[config.mk]
export PLATFORM = sky130hd
export DESIGN_NAME = sort_actuator_sched_flat
export DESIGN_NICKNAME = d
export VERILOG_FILES = /design/src/rtl/sort_actuator_sched_pkg.sv /design/src/rtl/sort_actuator_sched_if.sv /design/src/rtl/sort_actuator_sched_fifo.sv /design/src/rtl/sort_actuator_sched.sv /design/src/flat_wrapper.sv
export SDC_FILE = /design/constraint.sdc
export NUM_CORES = 1
export LEC_CHECK = 0
export BUFFER_PORTS_ARGS = -buffer_cell sky130_fd_sc_hd__clkbuf_2
export CORE_UTILIZATION = 47
export DETAILED_ROUTE_END_ITERATION = 10
export SLEW_MARGIN = 5
export SYNTH_ARGS = -nofsm -noshare
export SYNTH_HDL_FRONTEND = slang
export SYNTH_HIERARCHICAL = 1
export SYNTH_SLANG_ARGS = --single-unit
[constraint.sdc]
create_clock -name clk -period 6.5 [get_ports clk]
set_input_delay 1.3 -clock clk [delete_from_list [all_inputs] [get_ports clk]]
set_output_delay 1.3 -clock clk [all_outputs]
set_load 0.005 [all_outputs]
[src/rtl/sort_actuator_sched_pkg.sv]
// Shared types for the sorting-gate scheduler: class/LED codes, FSM states,
// and the timestamped queue entry.
package sort_pkg;

    localparam int unsigned TIMEBASE_W = 32;

    typedef logic [TIMEBASE_W-1:0] stamp_t;
    typedef logic [1:0]            cls_t;

    localparam cls_t CLS_NONE  = 2'd0;
    localparam cls_t CLS_LARGE = 2'd1;
    localparam cls_t CLS_MID   = 2'd2;
    localparam cls_t CLS_SMALL = 2'd3;

    localparam logic [3:0] LED_NONE  = 4'b0000;
    localparam logic [3:0] LED_LARGE = 4'b0001;
    localparam logic [3:0] LED_MID   = 4'b0010;
    localparam logic [3:0] LED_SMALL = 4'b0100;

    typedef enum logic [1:0] {
        V_IDLE,
        V_COLLECT,
        V_DECIDE
    } vote_state_t;

    typedef enum logic [1:0] {
        O_IDLE,
        O_PULSE,
        O_GAP
    } out_state_t;

    typedef struct packed {
        cls_t   cls;
        stamp_t stamp;
    } entry_t;

    function automatic logic [3:0] led_code(input cls_t c);
        case (c)
            CLS_LARGE: return LED_LARGE;
            CLS_MID:   return LED_MID;
            CLS_SMALL: return LED_SMALL;
            default:   return LED_NONE;
        endcase
    endfunction

endpackage

[src/rtl/sort_actuator_sched_if.sv]
// Vision/key inputs and gate/status outputs of the sorting scheduler.
interface sort_actuator_sched_if #(
    parameter int unsigned QDEPTH = 4
);
    localparam int unsigned CW = $clog2(QDEPTH) + 1;

    logic          frame_done;
    logic [10:0]   answer;
    logic          sort_req;
    logic          out1;
    logic          out2;
    logic          out3;
    logic [3:0]    led;
    logic          busy;
    logic [CW-1:0] q_count;
    logic          ovf;

    modport master (
        output frame_done, answer, sort_req,
        input  out1, out2, out3, led, busy, q_count, ovf
    );

    modport slave (
        input  frame_done, answer, sort_req,
        output out1, out2, out3, led, busy, q_count, ovf
    );

endinterface

[src/rtl/sort_actuator_sched_fifo.sv]
// Circular queue of pending timestamped decisions; a push into a full queue
// is dropped even when a pop happens in the same cycle.
module sort_pending_fifo
    import sort_pkg::*;
#(
    parameter int unsigned QDEPTH = 4
) (
    input  logic                     clk,
    input  logic                     rst_n,
    input  logic                     push,
    input  entry_t                   push_data,
    input  logic                     pop,
    output entry_t                   head,
    output logic                     full,
    output logic                     empty,
    output logic [$clog2(QDEPTH):0]  count
);
    localparam int unsigned AW    = $clog2(QDEPTH);
    localparam logic [AW:0] DEPTH = (AW+1)'(QDEPTH);
    localparam logic [AW:0] ONE   = (AW+1)'(1);

    entry_t        mem [QDEPTH];
    logic [AW-1:0] wr_ptr;
    logic [AW-1:0] rd_ptr;
    logic          do_push;
    logic          do_pop;

    assign full    = (count == DEPTH);
    assign empty   = (count == '0);
    assign do_push = push && !full;
    assign do_pop  = pop && !empty;
    assign head    = mem[rd_ptr];

    always_ff @(posedge clk) begin
        if (do_push) begin
            mem[wr_ptr] <= push_data;
        end
    end

    always_ff @(posedge clk) begin
        if (!rst_n) begin
            wr_ptr <= '0;
            rd_ptr <= '0;
            count  <= '0;
        end else begin
            if (do_push) begin
                wr_ptr <= wr_ptr + AW'(1);
            end
            if (do_pop) begin
                rd_ptr <= rd_ptr + AW'(1);
            end
            case ({do_push, do_pop})
                2'b10:   count <= count + ONE;
                2'b01:   count <= count - ONE;
                default: ;
            endcase
        end
    end

endmodule

[src/rtl/sort_actuator_sched.sv]
// Votes the object class over several frames, queues the timestamped decision
// and fires the matching sorting gate once the object has travelled far enough.
module sort_actuator_sched
    import sort_pkg::*;
#(
    parameter int unsigned TH_SMALL    = 5,
    parameter int unsigned TH_MID      = 30,
    parameter int unsigned VOTE_FRAMES = 5,
    parameter int unsigned DELAY_CYC   = 50_000_000,
    parameter int unsigned PULSE_CYC   = 5_000_000,
    parameter int unsigned GAP_CYC     = 1_000_000,
    parameter int unsigned QDEPTH      = 4
) (
    input  logic                 clk,
    input  logic                 rst_n,
    sort_actuator_sched_if.slave bus
);
    localparam int unsigned CW         = $clog2(QDEPTH) + 1;
    localparam logic [10:0] TH_S       = 11'(TH_SMALL);
    localparam logic [10:0] TH_M       = 11'(TH_MID);
    localparam logic [3:0]  VF         = 4'(VOTE_FRAMES);
    localparam stamp_t      DELAY      = stamp_t'(DELAY_CYC);
    localparam stamp_t      PULSE_LAST = stamp_t'(PULSE_CYC - 1);
    localparam stamp_t      GAP_LAST   = (GAP_CYC == 0) ? '0 : stamp_t'(GAP_CYC - 1);
    localparam stamp_t      ONE        = stamp_t'(1);

    stamp_t now;

    always_ff @(posedge clk) begin
        if (!rst_n) begin
            now <= '0;
        end else begin
            now <= now + ONE;
        end
    end

    cls_t frame_cls;

    always_comb begin
        if (bus.answer <= TH_S) begin
            frame_cls = CLS_SMALL;
        end else if (bus.answer <= TH_M) begin
            frame_cls = CLS_MID;
        end else begin
            frame_cls = CLS_LARGE;
        end
    end

    vote_state_t v_state;
    logic [3:0]  c1;
    logic [3:0]  c2;
    logic [3:0]  c3;
    logic [3:0]  fcnt;
    logic [3:0]  led_r;
    logic        ovf_r;
    cls_t        win;

    // Strict comparisons give ties to the lower class number.
    always_comb begin
        win = CLS_LARGE;
        if (c2 > c1) begin
            win = CLS_MID;
        end
        if ((c3 > c1) && (c3 > c2)) begin
            win = CLS_SMALL;
        end
    end

    logic          push;
    logic          pop;
    logic          full;
    logic          empty;
    entry_t        push_data;
    entry_t        head;
    logic [CW-1:0] count;

    always_comb begin
        push_data       = '0;
        push_data.cls   = win;
        push_data.stamp = now;
    end

    assign push = (v_state == V_DECIDE);

    always_ff @(posedge clk) begin
        if (!rst_n) begin
            v_state <= V_IDLE;
            c1      <= '0;
            c2      <= '0;
            c3      <= '0;
            fcnt    <= '0;
            led_r   <= LED_NONE;
            ovf_r   <= 1'b0;
        end else begin
            case (v_state)
                V_IDLE: begin
                    if (bus.sort_req) begin
                        c1      <= '0;
                        c2      <= '0;
                        c3      <= '0;
                        fcnt    <= '0;
                        v_state <= V_COLLECT;
                    end
                end
                V_COLLECT: begin
                    if (bus.frame_done) begin
                        case (frame_cls)
                            CLS_LARGE: c1 <= c1 + 4'd1;
                            CLS_MID:   c2 <= c2 + 4'd1;
                            default:   c3 <= c3 + 4'd1;
                        endcase
                        fcnt <= fcnt + 4'd1;
                        if (fcnt + 4'd1 == VF) begin
                            v_state <= V_DECIDE;
                        end
                    end
                end
                V_DECIDE: begin
                    led_r <= led_code(win);
                    if (full) begin
                        ovf_r <= 1'b1;
                    end
                    v_state <= V_IDLE;
                end
                default: v_state <= V_IDLE;
            endcase
        end
    end

    sort_pending_fifo #(
        .QDEPTH(QDEPTH)
    ) u_fifo (
        .clk       (clk),
        .rst_n     (rst_n),
        .push      (push),
        .push_data (push_data),
        .pop       (pop),
        .head      (head),
        .full      (full),
        .empty     (empty),
        .count     (count)
    );

    out_state_t o_state;
    stamp_t     o_cnt;
    logic       out1_r;
    logic       out2_r;
    logic       out3_r;
    logic       due;
    logic       ready;
    logic       launch;

    // Modulo-2^32 age keeps the due test correct across timebase wrap.
    assign due = ((now - head.stamp) >= DELAY);

    // The last GAP cycle doubles as the launch slot, so back-to-back pulses
    // are separated by exactly GAP_CYC low cycles.
    always_comb begin
        ready = 1'b0;
        case (o_state)
            O_IDLE:  ready = 1'b1;
            O_PULSE: ready = (o_cnt == '0) && (GAP_CYC == 0);
            O_GAP:   ready = (o_cnt == '0);
            default: ready = 1'b1;
        endcase
        launch = ready && !empty && due;
    end

    assign pop = launch;

    always_ff @(posedge clk) begin
        if (!rst_n) begin
            o_state <= O_IDLE;
            o_cnt   <= '0;
            out1_r  <= 1'b0;
            out2_r  <= 1'b0;
            out3_r  <= 1'b0;
        end else if (launch) begin
            o_state <= O_PULSE;
            o_cnt   <= PULSE_LAST;
            out1_r  <= (head.cls == CLS_LARGE);
            out2_r  <= (head.cls == CLS_MID);
            out3_r  <= (head.cls == CLS_SMALL);
        end else begin
            case (o_state)
                O_PULSE: begin
                    if (o_cnt == '0) begin
                        out1_r <= 1'b0;
                        out2_r <= 1'b0;
                        out3_r <= 1'b0;
                        if (GAP_CYC == 0) begin
                            o_state <= O_IDLE;
                        end else begin
                            o_state <= O_GAP;
                            o_cnt   <= GAP_LAST;
                        end
                    end else begin
                        o_cnt <= o_cnt - ONE;
                    end
                end
                O_GAP: begin
                    if (o_cnt == '0) begin
                        o_state <= O_IDLE;
                    end else begin
                        o_cnt <= o_cnt - ONE;
                    end
                end
                default: o_state <= O_IDLE;
            endcase
        end
    end

    assign bus.out1    = out1_r;
    assign bus.out2    = out2_r;
    assign bus.out3    = out3_r;
    assign bus.led     = led_r;
    assign bus.ovf     = ovf_r;
    assign bus.busy    = (v_state != V_IDLE);
    assign bus.q_count = count;

endmodule

[src/flat_wrapper.sv]
// flat-port wrapper written by rule: the top's interface ports become plain ports
module sort_actuator_sched_flat import sort_pkg::*;
#(
    parameter int unsigned TH_SMALL    = 5,
    parameter int unsigned TH_MID      = 30,
    parameter int unsigned VOTE_FRAMES = 5,
    parameter int unsigned DELAY_CYC   = 50_000_000,
    parameter int unsigned PULSE_CYC   = 5_000_000,
    parameter int unsigned GAP_CYC     = 1_000_000,
    parameter int unsigned QDEPTH      = 4
)
  (clk, rst_n, bus_frame_done, bus_answer, bus_sort_req, bus_out1, bus_out2, bus_out3, bus_led, bus_busy, bus_q_count, bus_ovf);
  sort_actuator_sched_if #(.QDEPTH(QDEPTH)) bus_i ();
  input  logic clk;
  input  logic rst_n;
  input wire logic [$bits(bus_i.frame_done)-1:0] bus_frame_done;
  input wire logic [$bits(bus_i.answer)-1:0] bus_answer;
  input wire logic [$bits(bus_i.sort_req)-1:0] bus_sort_req;
  output wire logic [$bits(bus_i.out1)-1:0] bus_out1;
  output wire logic [$bits(bus_i.out2)-1:0] bus_out2;
  output wire logic [$bits(bus_i.out3)-1:0] bus_out3;
  output wire logic [$bits(bus_i.led)-1:0] bus_led;
  output wire logic [$bits(bus_i.busy)-1:0] bus_busy;
  output wire logic [$bits(bus_i.q_count)-1:0] bus_q_count;
  output wire logic [$bits(bus_i.ovf)-1:0] bus_ovf;
  assign bus_i.frame_done = bus_frame_done;
  assign bus_i.answer = bus_answer;
  assign bus_i.sort_req = bus_sort_req;
  assign bus_out1 = bus_i.out1;
  assign bus_out2 = bus_i.out2;
  assign bus_out3 = bus_i.out3;
  assign bus_led = bus_i.led;
  assign bus_busy = bus_i.busy;
  assign bus_q_count = bus_i.q_count;
  assign bus_ovf = bus_i.ovf;
  sort_actuator_sched #(.TH_SMALL(TH_SMALL), .TH_MID(TH_MID), .VOTE_FRAMES(VOTE_FRAMES), .DELAY_CYC(DELAY_CYC), .PULSE_CYC(PULSE_CYC), .GAP_CYC(GAP_CYC), .QDEPTH(QDEPTH)) u_core (.clk(clk), .rst_n(rst_n), .bus(bus_i));
endmodule
After elaboration in Yosys (flattened, before gate mapping)
Memories as Yosys holds them, arrays and structs flattened. A register that Yosys moved wholly into a read port is not among the register bits.
Cells that the tools add are included.
{"block": "classes", "mux": 40, "eq_ne": 28, "multipliers": 0, "n_addsub": 11, "bitwise_logic": 1, "shifts": 0, "n_reduce_logical": 30, "n_div": 0, "order_cmp": 6}
{"operator": "$mux W32", "n": 2}
{"operator": "$pmux W32 S2", "n": 1}
{"operator": "$add A32 B1 Y32 const B", "n": 1}
{"operator": "$ge A32 B26 Y1 const B", "n": 1}
{"operator": "$logic_not A32 Y1", "n": 1}
{"operator": "$mux W4", "n": 8}
{"operator": "$pmux W4 S2", "n": 4}
{"operator": "$sub A32 B1 Y32 const B", "n": 1}
{"operator": "$sub A32 B32 Y32", "n": 1}
{"operator": "$mux W23", "n": 1}
{"operator": "$mux W2", "n": 11}
{"operator": "$add A4 B1 Y4 const B", "n": 4}
{"operator": "$eq A2 B2 Y1 const B", "n": 8}
{"operator": "$eq A2 B1 Y1 const B", "n": 6}
{"operator": "$gt A4 B4 Y1", "n": 3}
{"operator": "$ne A2 B2 Y1 const B", "n": 6}
{"operator": "$reduce_and A2 Y1", "n": 6}
{"operator": "$reduce_and A4 Y1", "n": 3}
{"operator": "$reduce_bool A2 Y1", "n": 6}
{"operator": "$le A11 B3 Y1 const B", "n": 1}
{"operator": "$le A11 B5 Y1 const B", "n": 1}
{"operator": "$pmux W3 S3", "n": 1}
{"operator": "$mux W1", "n": 8}
{"operator": "$pmux W2 S2", "n": 2}
{"operator": "other kinds (18)", "n": 29}
{"block": "totals", "mem_bits_ro": 0, "latch_bits": 0, "reg_bits": 99, "ramBits": 136, "mem_count": 1, "output_inout_bits": 12}
{"memory": "u_core.u_fifo.mem", "depth": 4, "width": 34, "read_ports": 1, "rd_clocked_by_memory_dff": 1, "write_ports": 1, "line_no": "sort_actuator_sched_fifo.sv:22", "source": "entry_t mem [QDEPTH];"}

Depth between registers and ports, before layout
Gate-level depths: netlist of the first run.
{"block": "depth", "ltp_word": 8, "ltp_mapped": 25, "mapped_depth_nobuf": 20}

Cells and area by module
The synthesis of the first run kept the hierarchy.
{"mod": "sort_actuator_sched", "cells_per_inst": 833, "seq_area_each_um2": 1821.7, "area_per_inst_um2": 6454.9, "instances": 1}
{"mod": "sort_pending_fifo", "cells_per_inst": 232, "seq_area_each_um2": 4264.1, "area_per_inst_um2": 5435.2, "instances": 1}

Worst setup path after synthesis of the first run
No wires, ideal clock.
{"block": "synth_timing", "kind": "register to register", "from": "reg (tool-made name)", "to": "reg u_core.u_fifo.count[2]", "t_arrival_ns": 5.076, "required_ns": 6.430, "path_stages_with_launch": 25, "n_path_buf": 4, "setup_slack_ns": 1.354, "setup_time_ns": 0.070, "path_cell_list": "dfxtp_1 -> buf_6 -> buf_12 -> mux4_2 -> ha_1 -> fa_1 -> nand2b_1 -> a21oi_1 -> o21a_1 -> or2_2 -> nor3_1 -> a31o_2 -> o41ai_1 -> nand4_2 -> and2_1 -> buf_6 -> buf_6 -> inv_1 -> nor2b_1 -> ha_1 -> inv_1 -> fa_1 -> xor2_1 -> or3_1 -> a21boi_1"}
{"element": "end signal: assignment", "line_no": "sort_actuator_sched_fifo.sv:53", "source": "2'b10: count <= count + ONE;"}
{"element": "end signal: assignment", "line_no": "sort_actuator_sched_fifo.sv:54", "source": "2'b01: count <= count - ONE;"}
{"element": "end: declaration", "line_no": "sort_actuator_sched_fifo.sv:16", "source": "output logic [$clog2(QDEPTH):0] count"}

==> flow_summary.json, run 1 <==
{
  "rrSetupSlack_ps": 1020,
  "drcViolationCount": 0,
  "die_w_um": 161,
  "cts_htree_levels": 1,
  "cts_resized": 0,
  "layout.nets": 1159,
  "post_drt_wl_per_cell_um": 17.0,
  "outcome": "completed",
  "globalplace.congestion": 0.860,
  "finClkSkew_ps": 11.4,
  "cp-end-kind": "flip-flop",
  "avgSynthCellArea_um2": 11.2,
  "ys.flop_type": "edfxtp_1",
  "r2r_cells": 20,
  "tns_ps": 0,
  "initial_core_util_pct": 48.5,
  "antennaDiodeCount": 0,
  "ys_async_sr_fraction_pct": 0,
  "grt_pass1_vias": 7648,
  "drive_above_1_share_pct": 13.6,
  "core_um2": 24500,
  "synth_seq_area_share_pct": 51.2,
  "rsz0062_at_grt": "false",
  "synth_fp_nets": 1137,
  "hold_start": "u_core/bus.out2",
  "antenna_found_initial": 0,
  "tightestPinTransition_ps": 1090,
  "drv_cap": 0,
  "synthCells": 1065,
  "relSlewSlack_pct": 27.6,
  "vias_per_cell": 5.50,
  "seqPwrFrac_pct": 51.5,
  "rows": 57,
  "p_leak_nw": 4.85,
  "crit_path_max_fanout": 12,
  "clk_path_buf_depth": 3,
  "syn_to_final_growth_pct": 10.1,
  "first_iter_violations": 469,
  "ys_warn_count": 6,
  "intPower_mw": 2.44,
  "place_hpwl_mm": 16.4,
  "grt_first_pass_wirelength_mm": 39.9,
  "final_util_pct": 53.4,
  "clk_latency_ps": 530,
  "portBuffers": 25,
  "wl_mm": 24.3,
  "drtPass1Iterations": 7,
  "cts_sinks": 236,
  "start_kind": "flip-flop",
  "overflow": 0,
  "critPathRequiredTime_ps": 6960,
  "synthDistinctLibCells": 82,
  "cp.arrival_ps": 5940,
  "switching_share_pct": 20.3,
  "vias": 7867,
  "hold_violations": 0,
  "cts_tree": "built",
  "cts_buffers": 26,
  "final_common_cell": "edfxtp_1",
  "synth_seq_cells": 236,
  "pin_count": 27,
  "holdBufCountCts": 0,
  "dieArea_um2": 25900,
  "post_cts_buffers": 0,
  "hold_depth": 2,
  "synthesis.area_um2": 11900,
  "clockPowerShare_pct": 46.6,
  "slew_violations": 0,
  "hold_class": "reg2reg",
  "p_sw_uw": 621,
  "ir_worst_vdd_mv": 0.171,
  "grt_usage_pct": 19.2,
  "fmax_mhz": 182,
  "r2r-end": "u_core/u_fifo/count[2]",
  "worst-setup-path-type": "reg2reg",
  "p_comb_share_pct": 1.9,
  "cts_root_buf": "clkbuf_16",
  "synth_edf_count": 136,
  "layout_min_cycle_time_ps": 5480,
  "die_h_um": 161,
  "finalCritPeriodShare_pct": 84.3,
  "setup_violations": 0,
  "powerDensity_nw_per_um2": 234,
  "drt.antenna.violating_nets": 0,
  "hold_end": "u_core/bus.out2",
  "grt_max_degree": 35,
  "mostFrequentLayoutCells": "136 x edfxtp_1, 98 x dfxtp_1, 90 x nor2_1",
  "path_clk_slew_ps": 60
}
==> per-layer routing <==
metal | GRT usage, % | wire length, um | part of all wire [%] | vias to the layer above
met5 | 0 | 0 | 0 | -
met4 | 4.93 | 448 | 1.8 | 0
met3 | 2.57 | 994 | 4.1 | 40
met2 | 31.3 | 11200 | 46 | 120
met1 | 27.1 | 11600 | 48 | 3783
li1 | - | - | - | 3924
==> kinds of logic after synthesis <==
| logic type | after synthesis | synth area share [%] |
|---|---|---|
| multiplexers | 45 | 7.37 |
| buffers and inverters | 99 | 3.97 |
| AND/OR/NAND/NOR | 371 | 16.0 |
| adder cells (fa/ha/maj) | 57 | 6.12 |
| XOR/XNOR | 73 | 5.38 |
| other | 1 | 0.0315 |
| flip-flops | 236 | 51.2 |
| AO/OA/AOI/OAI | 183 | 9.98 |
==> flip-flops by register name, summed over array words and instances, names as in the netlist, 2 cells and up, named ones only <==
signal and count:
u_core/bus.led 3, u_core/c1 4, u_core/c2 4, u_core/c3 4, u_core/fcnt 4, u_core/now 32
u_core/o_cnt 32, u_core/o_state 2, u_core/u_fifo/count 3, u_core/u_fifo/mem 136, u_core/u_fifo/rd_ptr 2, u_core/u_fifo/wr_ptr 2
u_core/v_state 2
==> stage by stage <==
step | setup WS (ps) | std cells | power (mW) | instance area (um^2) | hold WS (ps)
final | 1020 | 1431 | 3.06 | 13100 | 477
after global routing | 457 | 1431 | 3.17 | 13100 | 492
after global placement | 1020 | 1383 | 1.67 | 12200 | 456
after floorplan | 1350 | 1065 | 1.65 | 11900 | 456
after CTS | 941 | 1431 | 3.10 | 13100 | 478
after detailed placement | 954 | 1383 | 1.67 | 12200 | 466
==> synth_stat cells, types with 3 or more instances <==
master | number | share of area (%)
xnor2_1 | 32 | 2.4
or3_1 | 16 | 0.84
inv_1 | 60 | 1.9
buf_6 | 4 | 0.38
ha_1 | 55 | 5.8
o21a_1 | 4 | 0.25
clkbuf_1 | 17 | 0.54
nor2_1 | 90 | 2.8
nand3b_1 | 3 | 0.19
buf_12 | 3 | 0.51
o211ai_1 | 4 | 0.25
nand3_1 | 28 | 1.2
and2_1 | 11 | 0.58
xor2_1 | 41 | 3.0
nand2b_1 | 21 | 1.1
a21o_1 | 12 | 0.76
dfxtp_1 | 100 | 17
mux2i_1 | 11 | 0.93
a21oi_1 | 58 | 2.4
edfxtp_1 | 136 | 34
o21ai_0 | 44 | 1.9
nor2b_1 | 13 | 0.68
nor4_1 | 12 | 0.63
nor3_1 | 37 | 1.6
a21oi_2 | 10 | 0.74
nor3b_1 | 6 | 0.38
a31oi_1 | 10 | 0.53
o21bai_1 | 3 | 0.19
o41ai_1 | 3 | 0.22
or2_2 | 3 | 0.16
buf_2 | 10 | 0.42
and3_1 | 6 | 0.32
a211oi_1 | 5 | 0.32
nand4_1 | 18 | 0.95
mux4_2 | 34 | 6.4
nand2_1 | 85 | 2.7
o31ai_1 | 3 | 0.19
==> power by group through the flow <==
stage          Combinational [mW]  Sequential, mW  Clock [mW]
2_1_floorplan              0.0407            1.61           0
3_3_place_gp               0.0570            1.61           0
3_5_place_dp               0.0575            1.61           0
4_1_cts                    0.0578            1.58        1.47
5_1_grt                    0.0655            1.58        1.53
6_report                   0.0568            1.58        1.43
==> how the worst max path moves through the flow <==
| stage | end | slack (ps) | start | cells after the start |
|---|---|---|---|---|
| 3_3_place_gp | u_core/u_fifo/count[2] | 1020 | flip-flop | 20 |
| 4_1_cts | u_core/u_fifo/count[2] | 940 | flip-flop | 20 |
| 5_1_grt | u_core/u_fifo/count[2] | 460 | flip-flop | 20 |
| 3_5_place_dp | u_core/u_fifo/count[2] | 950 | flip-flop | 20 |
| 6_report | u_core/u_fifo/count[2] | 1020 | flip-flop | 20 |
| 2_1_floorplan | u_core/u_fifo/count[2] | 1350 | flip-flop | 24 |
==> critical path, stage by stage (launching register included) <==
cell      delay (ps)
dfxtp_2          540
buf_4            360
mux4_2           530
inv_1             60
ha_1             320
nand4_1          250
nor4_1           440
nor2b_1          270
a211oi_4         130
xor2_1           160
o41ai_1          400
nand4_2          190
and2_1           240
inv_1             90
nor2b_1          210
ha_1             220
inv_1             60
fa_1             370
xor2_1           150
or3_1            300
a21boi_1         130
==> layout make-up <==
cell class,instances,area [um^2]
Sequential cell,236,6090
Clock buffer,39,802
Inverter,61,229
Clock inverter,9,51.3
Fill cell,2188,11400
Timing Repair Buffer,32,178
Multi-Input combinational cell,730,5340
Tap cell,324,405
Power figures use the tool's default switching activity.
==> run 2: changes to the inputs <==
--- a/config.mk
+++ b/config.mk
@@ -8,6 +8,7 @@
 export BUFFER_PORTS_ARGS = -buffer_cell sky130_fd_sc_hd__clkbuf_2
 export CORE_UTILIZATION = 47
 export DETAILED_ROUTE_END_ITERATION = 10
+export PLACE_DENSITY = 0.65
 export SLEW_MARGIN = 5
 export SYNTH_ARGS = -nofsm -noshare
 export SYNTH_HDL_FRONTEND = slang
==> constraint.sdc (replaced) <==
create_clock -name clk -period 4.9 [get_ports clk]
set_input_delay 0.98 -clock clk [delete_from_list [all_inputs] [get_ports clk]]
set_output_delay 0.98 -clock clk [all_outputs]
set_load 0.005 [all_outputs]
==> flow_summary.json, run 2 (synthesis gave the netlist of run 1 again) <==
{
  "outcome": "completed",
  "r2r_cells": 23,
  "layout_min_cycle_time_ps": 4710,
  "finalCritPeriodShare_pct": 96.2,
  "die_w_um": 161,
  "place_inst": 1453,
  "cts_buffers": 25,
  "largest_reg_flops": 136,
  "final_util_pct": 58.2,
  "wl_met3_um": 799,
  "wl_mm": 25.5,
  "critPathSlowestCell": "mux4_2",
  "regArea_um2": 6090,
  "m1WireLength_mm": 12.1,
  "grt_max_degree": 59,
  "cp-end-kind": "flip-flop",
  "cts_tree": "built",
  "clk_latency_ps": 530,
  "overflow": 0,
  "antennaDiodeCount": 0,
  "holdBufCountCts": 0,
  "drt.antenna.violating_nets": 0,
  "path_buf_inv": 6,
  "dieArea_um2": 25900,
  "die_h_um": 161,
  "vias": 8362,
  "grt_pass1_vias": 8146,
  "critical_path_depth": 23,
  "finClkSkew_ps": 16.8,
  "cp.arrival_ps": 5180,
  "worst-setup-path-type": "reg2reg",
  "hold_depth": 2,
  "dr_wl_met2_mm": 12.2,
  "vias_per_cell": 5.53,
  "initial_core_util_pct": 48.5,
  "final_common_cell": "edfxtp_1",
  "core_um2": 24500,
  "top_layer": "met4",
  "rows": 57,
  "drcViolationCount": 0,
  "start_kind": "flip-flop",
  "clk_path_buf_depth": 3,
  "slew_violations": 0,
  "pin_count": 27,
  "multi_input_area_um2": 5760,
  "drive_above_1_share_pct": 24.7,
  "top_regs": "u_core/u_fifo/mem: 136 flops, u_core/now: 32 flops, u_core/o_cnt: 32 flops",
  "antenna_found_initial": 0,
  "fillers": 2046,
  "tightestPinTransition_ps": 1180,
  "cts_htree_levels": 1,
  "first_iter_violations": 432,
  "post_drt_wl_per_cell_um": 16.8,
  "ir_worst_vdd_mv": 0.291,
  "drv_cap": 0,
  "hold_class": "reg2reg",
  "layout.nets": 1243,
  "fmax_mhz": 212,
  "path_clk_slew_ps": 60,
  "hold_violations": 0,
  "path_cells": "buf_12 > buf_12 > mux4_2 > inv_1 > ha_1 > buf_4 > nand2_1 > nor2_1 > nor3_2 > a211oi_2 > a211oi_2 > nand4_1 > o211ai_1 > nand4_2 > and2_4 > inv_2 > nor2b_4 > ha_4 > inv_2 > fa_2 > xor2_2 > or3_1 > a21boi_1",
  "mostFrequentLayoutCells": "136 x edfxtp_1, 98 x dfxtp_1, 88 x nor2_1",
  "critPathRequiredTime_ps": 5360,
  "grt_first_pass_wirelength_mm": 41.5,
  "globalplace.congestion": 0.865,
  "setup_violations": 0,
  "relSlewSlack_pct": 21.2,
  "cts_sinks": 236,
  "crit_path_max_fanout": 6,
  "syn_to_final_growth_pct": 20.0,
  "cts_root_buf": "clkbuf_16",
  "fin_cells": 1513,
  "grt_usage_pct": 19.8,
  "crit_family": "simple AND/OR/NAND/NOR gates",
  "place_hpwl_mm": 16.6,
  "crit_path_max_incr_delay_ps": 500,
  "top_register": "u_core/u_fifo/mem",
  "p_leak_nw": 5.35,
  "powerDensity_nw_per_um2": 286,
  "drtPass1Iterations": 7,
  "portBuffers": 25
}
## run 2: cell types whose count changed in the layout (fill, tap and decap cells not counted), moves of 8 or more
cell     change
o21ai_0      -8
ha_1        -10
a21oi_1     -13
ha_4         +9
buf_4       +74
a21oi_2     +11
## run 2: layer usage
layer / track usage [%] / vias to the layer above
li1: - / 4097
met1: 27.1 / 4107
met2: 33.5 / 122
met3: 2.77 / 36
met4: 4.46 / 0
met5: 0 / -
## run 2: metrics by stage
step                      cell area, um^2  setup slack [ps]  power, mW  hold slack, ps  setup TNS [ps]
after floorplan                     11900              6.91       2.19             456               0
after global placement              12800             -39.5       2.21             455           -39.5
after detailed placement            12800             -76.8       2.21             466            -117
after CTS                           13900             0.403       4.13             480               0
after global routing                14300             -17.9       4.22             499           -17.9
final                               14300               186       4.09             479               0
## run 2: worst paths after layout
path              startpoint                      to  slack, ps
min reg2reg  u_core/bus.out3         u_core/bus.out3        480
max reg2reg        flip-flop  u_core/u_fifo/count[2]        190
max                flip-flop  u_core/u_fifo/count[2]        190
min          u_core/bus.out3         u_core/bus.out3        480
## run 2: what timing repair did
item	in CTS	in global routing
setup endpoints to repair	2	3
gates cloned	2	0
buffers inserted	7	7
pin swaps	10	36
resized for setup	33	53
## run 2: cell type report
type | instances | area share [%]
clock buffers | 34 | 4.94
multi-input cells | 730 | 40.3
flip-flops and latches | 236 | 42.7
well taps | 324 | 2.84
repair buffers | 117 | 6.60
inverters | 61 | 1.60
clock inverters | 11 | 0.999
## run 2: worst register-to-register path: stages (launching register included)
cell and delay (ps):
dfxtp_4 430, buf_12 150, buf_12 110, mux4_2 500
inv_1 70, ha_1 270, buf_4 180, nand2_1 170
nor2_1 90, nor3_2 250, a211oi_2 70, a211oi_2 270
nand4_1 120, o211ai_1 240, nand4_2 150, and2_4 200
inv_2 60, nor2b_4 160, ha_4 150, inv_2 40
fa_2 360, xor2_2 150, or3_1 340, a21boi_1 120
## run 2: power breakdown
group / internal, mW / leakage (nW) / switching [mW]
clock network: 1.17 / 0.418 / 0.751
logic: 0.0277 / 2.87 / 0.0521
registers: 2.08 / 2.06 / 0.00842
==> run 3: changes to the inputs <==
--- a/config.mk
+++ b/config.mk
@@ -5,6 +5,7 @@
 export SDC_FILE = /design/constraint.sdc
 export NUM_CORES = 1
 export LEC_CHECK = 0
+export ABC_AREA = 1
 export BUFFER_PORTS_ARGS = -buffer_cell sky130_fd_sc_hd__clkbuf_2
 export CORE_UTILIZATION = 47
 export DETAILED_ROUTE_END_ITERATION = 10
==> flow_summary.json, run 3 <==
{
  "outcome": "completed",
  "synthesis.area_um2": 13200,
  "hold_violations": 0,
  "finClkSkew_ps": 14.8,
  "syn_to_final_growth_pct": 10.5,
  "hold_start": "u_core/bus.ovf",
  "vias_per_cell": 5.14,
  "yosysTopAreaCell": "edfxtp_1",
  "synth_fp_nets": 1720,
  "first_iter_violations": 662,
  "synthMuxAreaShare_pct": 0.0760,
  "rsz0062_at_grt": "false",
  "crit_top_cell": "nand2_1",
  "powerDensity_nw_per_um2": 348,
  "start_kind": "flip-flop",
  "fin_area_um2": 14600,
  "clk_path_buf_depth": 3,
  "initial_core_util_pct": 48.3,
  "drive_above_1_share_pct": 9.30,
  "largest_reg_flops": 136,
  "worst-setup-path-type": "reg2reg",
  "synth_simple_gate_area_share_pct": 24.5,
  "synthCells": 1648,
  "critPathRequiredTime_ps": 5320,
  "holdBufCountCts": 0,
  "ys_async_sr_fraction_pct": 0,
  "r2r_cells": 33,
  "post_cts_buffers": 0,
  "r2r-end": "u_core/u_fifo/count[2]",
  "mostFrequentLayoutCells": "374 x nand2_1, 259 x inv_1, 188 x nor2_1",
  "portBuffers": 25,
  "tns_ps": 0,
  "hold_class": "reg2reg",
  "grt_max_degree": 69,
  "grt_first_pass_wirelength_mm": 50.0,
  "antennaDiodeCount": 0,
  "layout.nets": 1751,
  "avgSynthCellArea_um2": 7.99,
  "relSlewSlack_pct": 24.4,
  "hold_depth": 2,
  "top_regs": "u_core/u_fifo/mem: 136 flops, u_core/now: 32 flops, u_core/o_cnt: 32 flops",
  "hold_end": "u_core/bus.ovf",
  "tightestPinTransition_ps": 1130,
  "synth_compound_area_share_pct": 11.7,
  "setup_violations": 0,
  "dieArea_um2": 28700,
  "p_leak_nw": 6.40,
  "yosys-top-cells-count": "374 x nand2_1, 259 x inv_1, 193 x nor2_1, 136 x edfxtp_1, 103 x o21ai_0",
  "cts_resized": 0,
  "grt_pass1_vias": 10300,
  "slew_violations": 0,
  "drcViolationCount": 0,
  "p_total_mw": 5.07,
  "post_drt_wl_per_cell_um": 14.4,
  "synth_top_area_share_pct": 31.0,
  "synth.area.top_cells": "edfxtp_1 31%, dfxtp_1 15%, nand2_1 11%",
  "top_register": "u_core/u_fifo/mem",
  "rows": 60,
  "cts_htree_levels": 1,
  "drt.antenna.violating_nets": 0,
  "cts_buffers": 26,
  "die_w_um": 169,
  "synth_seq_area_share_pct": 46.2,
  "synth_top_family_by_area": "simple AND/OR/NAND/NOR gates",
  "globalplace.congestion": 0.992,
  "fillers": 2574,
  "synth_xor_area_share_pct": 2.39,
  "core_um2": 27300,
  "synth_fa_ha_area_share_pct": 5.53,
  "clk_latency_ps": 530,
  "ir_worst_vdd_mv": 0.357,
  "layout_min_cycle_time_ps": 4410,
  "fmax_mhz": 227,
  "die_h_um": 169,
  "vias": 10600,
  "synth_seq_cells": 236,
  "antenna_found_initial": 0,
  "wl_mm": 29.7,
  "place_hpwl_mm": 21.0,
  "finalCritPeriodShare_pct": 90.0,
  "synthDistinctLibCells": 52,
  "cts_root_buf": "clkbuf_16",
  "cts_tree": "built",
  "rrSetupSlack_ps": 490,
  "synth_edf_count": 136,
  "crit_path_max_incr_delay_ps": 380,
  "path_clk_slew_ps": 60,
  "crit_path_max_fanout": 10,
  "cp.arrival_ps": 4830,
  "grt_usage_pct": 21.5,
  "cp-end-kind": "flip-flop",
  "drv_cap": 0,
  "critPathSlowestCell": "fa_1",
  "cts_sinks": 236,
  "final_common_cell": "nand2_1",
  "pin_count": 27,
  "overflow": 0,
  "ys_warn_count": 6,
  "placed_area_um2": 13700,
  "synth_most_common_cell": "nand2_1",
  "drtPass1Iterations": 6,
  "ys.flop_type": "edfxtp_1"
}
## run 3: cell types whose count changed in the layout (fill, tap and decap cells not counted), sizes merged, moves of 25 or more
cell | previous run | this run
xor2 | 41 | 16
nand3 | 29 | 62
o22ai | 1 | 35
buf | 92 | 15
nand2 | 85 | 375
nor2 | 92 | 222
mux4 | 34 | 0
o21ai | 45 | 109
inv | 62 | 265
## run 3: cell families (layout without fill, tap and decap cells)
family          count (synthesis)  after routing
compound gates                255            255
flops                         236            236
other cells                     1              1
simple gates                  758            758
fa+ha+maj                      57             57
mux                             1              1
xor+xnor                       36             36
buf+inv                       304            355
## run 3: how the worst max path moves through the flow
stage | endpoint | depth (start not counted) | slack [ps]
3_3_place_gp | u_core/u_fifo/count[2] | 32 | 290
2_1_floorplan | u_core/u_fifo/count[2] | 36 | 1140
5_1_grt | u_core/u_fifo/count[2] | 33 | 5
6_report | u_core/u_fifo/count[2] | 33 | 490
4_1_cts | u_core/u_fifo/count[2] | 32 | 300
3_5_place_dp | u_core/u_fifo/count[2] | 32 | 300
## run 3: per-layer routing
layer | vias up | track usage (%) | wire length (um)
met2 | 193 | 36.2 | 13800
met4 | 0 | 5.72 | 546
met3 | 37 | 2.43 | 1060
li1 | 5454 | - | -
met1 | 4965 | 29.3 | 14400
met5 | - | 0 | 0
## run 3: critical path, delay by kind of cell (launching register included)
kind	cells	cell delay [ps]
simple gates	20	1830
fa+ha+maj	4	1180
buf+inv	7	600
flops	1	360
compound gates	2	320
## run 3: final cells by class
cell class | count | area, um^2 | share of cell area (%)
multi-input combinational | 1108 | 5860 | 40.3
clock buffer | 34 | 701 | 4.81
clock inverter | 14 | 160 | 1.10
tap | 372 | 465 | 3.20
inverter | 267 | 1010 | 6.94
sequential | 236 | 6090 | 41.8
timing repair buffer | 40 | 267 | 1.83
## run 3: through the flow
step	worst slack, ps	hold slack, ps	instances	util, %
after floorplan	1140	443	1648	-
after global placement	287	438	2023	50.2
after detailed placement	303	448	2023	50.2
after CTS	302	458	2071	53.4
after global routing	4.92	487	2071	53.4
final	491	459	2071	53.4
## run 3: power breakdown
part	internal, mW	total [mW]	switching, mW
logic	0.304	0.903	0.599
clock network	1.17	1.94	0.772
registers	2.16	2.23	0.0654
total	3.63	5.07	1.44
